<file path="src/rtl/perf_counter_bank.sv">
// Purpose: per-instruction-class, cycle and external-event performance counters with snapshot shadows.
// Latency: live counters update one edge after the event is sampled; rd_data is combinational from rd_sel.
// Backpressure: none; events are counted every unhalted cycle and never stalled.
//
// Ports:
//   clk, reset        - clock, asynchronous active-low reset
//   op, retire        - opcode and valid flag of the retiring instruction (J/R/I classification)
//   halt              - freezes every increment; clr and snap still act
//   ev                - N_EXT external event pulses, channel 4+k
//   clr, snap         - synchronous clear of live counters/ovf; copy live counters into shadows
//   rd_sel, rd_data   - shadow register read port (0 when rd_sel is past the last channel)
//   statJ/R/I/TC      - live counters of channels 0..3
//   ovf, snap_valid   - sticky per-channel overflow flags; a snapshot has been taken since reset
//
// Build option: define PERF_SATURATE_EN to make counters hold at all-ones instead of wrapping.
module perf_counter_bank #(
  parameter int CNT_W = 32,
  parameter int N_EXT = 4,
  parameter int SEL_W = 4
) (
  input  logic               clk,
  input  logic               reset,
  input  logic [5:0]         op,
  input  logic               retire,
  input  logic               halt,
  input  logic [N_EXT-1:0]   ev,
  input  logic               clr,
  input  logic               snap,
  input  logic [SEL_W-1:0]   rd_sel,
  output logic [CNT_W-1:0]   rd_data,
  output logic [CNT_W-1:0]   statJ,
  output logic [CNT_W-1:0]   statR,
  output logic [CNT_W-1:0]   statI,
  output logic [CNT_W-1:0]   statTC,
  output logic [4+N_EXT-1:0] ovf,
  output logic               snap_valid
);

  localparam int NCH = 4 + N_EXT;

  logic [CNT_W-1:0] cnt_q  [NCH];
  logic [CNT_W-1:0] cnt_d  [NCH];
  logic [CNT_W-1:0] shad_q [NCH];
  logic [NCH-1:0]   ovf_q;
  logic [NCH-1:0]   ovf_d;
  logic             snap_valid_q;
  logic [NCH-1:0]   inc;

  // Per-channel increment request; halt masks everything, TC counts every unhalted cycle.
  always_comb begin
    inc = '0;
    if (!halt) begin
      inc[3] = 1'b1;
      if (retire) begin
        if (op == 6'h00) begin
          inc[1] = 1'b1;
        end else if (op == 6'h02 || op == 6'h03) begin
          inc[0] = 1'b1;
        end else begin
          inc[2] = 1'b1;
        end
      end
      inc[NCH-1:4] = ev;
    end
  end

  always_comb begin
    ovf_d = ovf_q;
    for (int c = 0; c < NCH; c++) begin
      cnt_d[c] = cnt_q[c];
      if (inc[c]) begin
        if (&cnt_q[c]) begin
          ovf_d[c] = 1'b1;
`ifdef PERF_SATURATE_EN
          cnt_d[c] = cnt_q[c];
`else
          cnt_d[c] = '0;
`endif
        end else begin
          cnt_d[c] = cnt_q[c] + CNT_W'(1);
        end
      end
    end
    // Clear overrides any increment landing on the same edge.
    if (clr) begin
      ovf_d = '0;
      for (int c = 0; c < NCH; c++) begin
        cnt_d[c] = '0;
      end
    end
  end

  always_ff @(posedge clk or negedge reset) begin
    if (!reset) begin
      for (int c = 0; c < NCH; c++) begin
        cnt_q[c]  <= '0;
        shad_q[c] <= '0;
      end
      ovf_q        <= '0;
      snap_valid_q <= 1'b0;
    end else begin
      for (int c = 0; c < NCH; c++) begin
        cnt_q[c] <= cnt_d[c];
        // Shadows take the pre-increment, pre-clear live value.
        if (snap) begin
          shad_q[c] <= cnt_q[c];
        end
      end
      ovf_q <= ovf_d;
      if (snap) begin
        snap_valid_q <= 1'b1;
      end
    end
  end

  // Compare-based mux so out-of-range selects read as zero without indexing past the array.
  always_comb begin
    rd_data = '0;
    for (int c = 0; c < NCH; c++) begin
      if (rd_sel == SEL_W'(c)) begin
        rd_data = shad_q[c];
      end
    end
  end

  assign statJ      = cnt_q[0];
  assign statR      = cnt_q[1];
  assign statI      = cnt_q[2];
  assign statTC     = cnt_q[3];
  assign ovf        = ovf_q;
  assign snap_valid = snap_valid_q;

endmodule

</file>
<file path="config.mk">
export PLATFORM = sky130hd
export DESIGN_NAME = perf_counter_bank
export DESIGN_NICKNAME = d
export VERILOG_FILES = /design/src/rtl/perf_counter_bank.sv
export SDC_FILE = /design/constraint.sdc
export NUM_CORES = 1
export LEC_CHECK = 0
export CAP_MARGIN = 20
export CORE_MARGIN = 5
export CORE_UTILIZATION = 66
export CTS_BUF_LIST = sky130_fd_sc_hd__clkbuf_8
export CTS_CLUSTER_DIAMETER = 80
export DETAILED_ROUTE_END_ITERATION = 8
export HOLD_SLACK_MARGIN = 0.08
export PLACE_DENSITY_LB_ADDON = 0.3
export REMOVE_ABC_BUFFERS = 1
export SKIP_LAST_GASP = 1
export SLEW_MARGIN = 20
export SYNTH_ARGS = -nofsm -noshare
export SYNTH_HDL_FRONTEND = slang
export SYNTH_SLANG_ARGS = --single-unit
</file>
<file path="constraint.sdc">
create_clock -name clk -period 3.8 [get_ports clk]
set_input_delay 0.76 -clock clk [delete_from_list [all_inputs] [get_ports clk]]
set_output_delay 0.76 -clock clk [all_outputs]
set_load 0.03 [all_outputs]
</file>
==> flow_metrics.env <==
export IMPL_status="finished, violations left"
export IMPL_violations="DRC, setup timing"
export IMPL_synth_cells=2511
export IMPL_clockBufferDepth=3
export IMPL_rows=72
export IMPL_via_count=20900
export IMPL_rsz0062_at_grt="no"
export IMPL_fmax_ghz=0.261
export IMPL_cts_sinks=521
export IMPL_finalSetupViolations=1
export IMPL_initial_core_util_pct=67.2
export IMPL_wl_mm=80.2
export IMPL_grt_max_degree=91
export IMPL_clk_pin_slew_ns=0.06
export IMPL_cts_root_buf="clkbuf_8"
export IMPL_antenna_found_initial=0
export IMPL_rr_worst_depth=6
export IMPL_dieArea_um2=43700
export IMPL_path_max_fanout=12
export IMPL_yosysTopAreaCellShare_pct=49.9
export IMPL_fillers=2480
export IMPL_r2r_start="cnt_q[69]"
export IMPL_tns_ns=-0.0315
export IMPL_routedWlPerCell_um=25.2
export IMPL_worst_setup_path_start_kind="input port"
export IMPL_drt_iter0_drc=2662
export IMPL_period_minus_slack_ns=3.83
export IMPL_fin_nets=2630
export IMPL_syn_area_um2=26100
export IMPL_cts_tree="yes"
export IMPL_diodes=0
export IMPL_area_delta_synth_final_pct=15.1
export IMPL_synth_common_cells="dfrtp_1 (521), nor2_1 (269), mux2_2 (244), nand2_1 (189)"
export IMPL_hpwl_mm=57.9
export IMPL_setup_slack_ns=-0.0315
export IMPL_synth_most_common_cell="dfrtp_1"
export IMPL_h_tree_depth=3
export IMPL_insertion_delay_ns=0.65
export IMPL_final_area_um2=30100
export IMPL_seqCellArea_um2=13000
export IMPL_drt_first_pass_iters=9
export IMPL_drc=10
export IMPL_drive_gt1_share_pct=18.9
export IMPL_hold_path_class="input port to async pin"
export IMPL_synth_warnings=0
export IMPL_grt_usage_pct=36.3
export IMPL_grt_remaining_overflow=0
export IMPL_dpl_cell_area_um2=28200
export IMPL_seq_area_frac_synth_pct=49.9
export IMPL_worstSetupPathType="input port to output port"
export IMPL_synthArstFlopShare_pct=100
export IMPL_crit_arrival_ns=3.07
export IMPL_r2r_end="cnt_q[69]"
export IMPL_final_max_slew_viol_count=0
export IMPL_grt_pass1_vias=20400
export IMPL_ys_flop_type="dfrtp_1"
export IMPL_critPathRequiredTime_ns=3.04
export IMPL_power_density_nw_per_um2=373
export IMPL_total_power_mw=11.2
export IMPL_finalHoldViolations=0
export IMPL_fp_dieW_um=209
export IMPL_ys_ff_latch=521
export IMPL_drv_cap=0
export IMPL_dieHeight_um=209
export IMPL_maxSlewHeadroom_pct=33.5
export IMPL_fin_crit_sh_pct=101
export IMPL_place_gp_congestion=1.02
export IMPL_p_leak_nw=12.9
export IMPL_worst_pin_slew_ns=0.997
export IMPL_portBuffers=188
export IMPL_core_um2=38900
export IMPL_utilization_pct=77.3
export IMPL_yosysTopAreaCell="dfrtp_1"
export IMPL_fin_skew_ns=0.0176
export IMPL_synth_distinct_cells=66
export IMPL_ant_nets=0
export IMPL_rrSetupSlack_ns=1.03
export IMPL_syn_avg_cell_area_um2=10.4
export IMPL_synth_area_leaders="dfrtp_1 (50%), mux2_2 (11%), xnor2_1 (4.4%)"
export IMPL_cts_buffers=84
export IMPL_via_per_inst=6.56
export IMPL_pin_count=189
export IMPL_grt_pass1_wl_mm=124
export IMPL_synth_edff_count=0
export IMPL_ir_drop_mv=0.374
export IMPL_crit_path_end_kind="output port"
export IMPL_multi_input_area_um2=11500
-- flip-flops by register name (all words and copies together) (netlist names) --
register    flops
cnt_q         128
ovf             8
shad_q        256
snap_valid      1
statI          32
statJ          32
statR          32
statTC         32
-- cells in the final DEF (no fill, tap or decap), types with 30 or more instances in the layout --
master,Yosys,routed
nor3_1,62,62
nand2_1,189,189
buf_4,132,56
mux2_2,244,244
nor4_1,43,42
a22o_1,48,48
a21oi_1,69,69
clkbuf_8,0,112
nand4_1,75,75
inv_1,47,76
buf_12,0,46
nor2_1,269,268
xor2_1,68,68
xnor2_1,132,132
dfrtp_1,521,521
and4_1,34,34
o21ai_0,79,79
a222oi_1,30,30
clkdlybuf4s50_1,0,150
nand3_1,97,97
-- power by group --
group          internal (mW)  switching (mW)
registers               5.57          0.0357
clock network           2.76            2.25
logic                  0.198           0.408
-- per-layer routing --
layer	GRT usage, %	share of wire, %	wire, µm
met5	0	0	0
met3	7.41	10	8110
met4	15.5	4.9	3940
met2	55.6	46	36500
met1	51.0	39	31600
-- what timing repair did --
action | CTS | global route
setup buffers | 3 | 2
gates cloned | 1 | 0
hold buffers | 0 | 0
endpoints found under the setup margin | 32 | 14
pin swaps | 5 | 5
gates resized for setup | 10 | 6
-- worst max path at each step --
stage                    from     endpoint  slack [ns]  cells after the start
detailed placement  rd_sel[2]   rd_data[9]       -0.31                      7
global route        rd_sel[3]  rd_data[15]       0.002                     10
global placement    rd_sel[2]   rd_data[2]       -0.29                      7
CTS                 rd_sel[3]  rd_data[16]        0.05                      9
finish              rd_sel[3]  rd_data[16]       -0.03                     10
floorplan           rd_sel[3]  rd_data[23]       -0.75                      4
-- logic make-up after synthesis --
| kind of cell | synth area share [%] |
|---|---|
| adder cells (fa/ha/maj) | 0.383 |
| multiplexers | 10.7 |
| buffers and inverters | 6.39 |
| flip-flops | 49.9 |
| AND/OR/NAND/NOR | 17.6 |
| AO/OA/AOI/OAI | 8.31 |
| XOR/XNOR | 6.70 |
-- worst max-delay path, cell delays in order --
cell and delay, ns:
clkdlybuf4s50_1 0.48, buf_6 0.14, buf_12 0.12, nor2b_1 0.05, nor3b_4 0.15, buf_12 0.16, buf_4 0.15, a222oi_1 0.57
nand2_1 0.27, buf_12 0.21
-- area by class of cell --
cell class                      instances  area share (%)
Multi-Input combinational cell       1686            38.2
Sequential cell                       521            43.4
Timing Repair Buffer                  262            9.82
Clock buffer                          112            5.13
Inverter                               47           0.587
Tap cell                              518            2.16
Clock inverter                         38           0.724
-- metrics by stage --
stage                     cells  worst slack, ns  hold WS (ns)
after floorplan            2253           -0.750         0.464
after global placement     3027           -0.290         0.453
after detailed placement   3027           -0.314         0.451
after CTS                  3181           0.0537         0.121
after global routing       3184          0.00186         0.160
final                      3184          -0.0315         0.130
(Power assumes the default switching activity.)
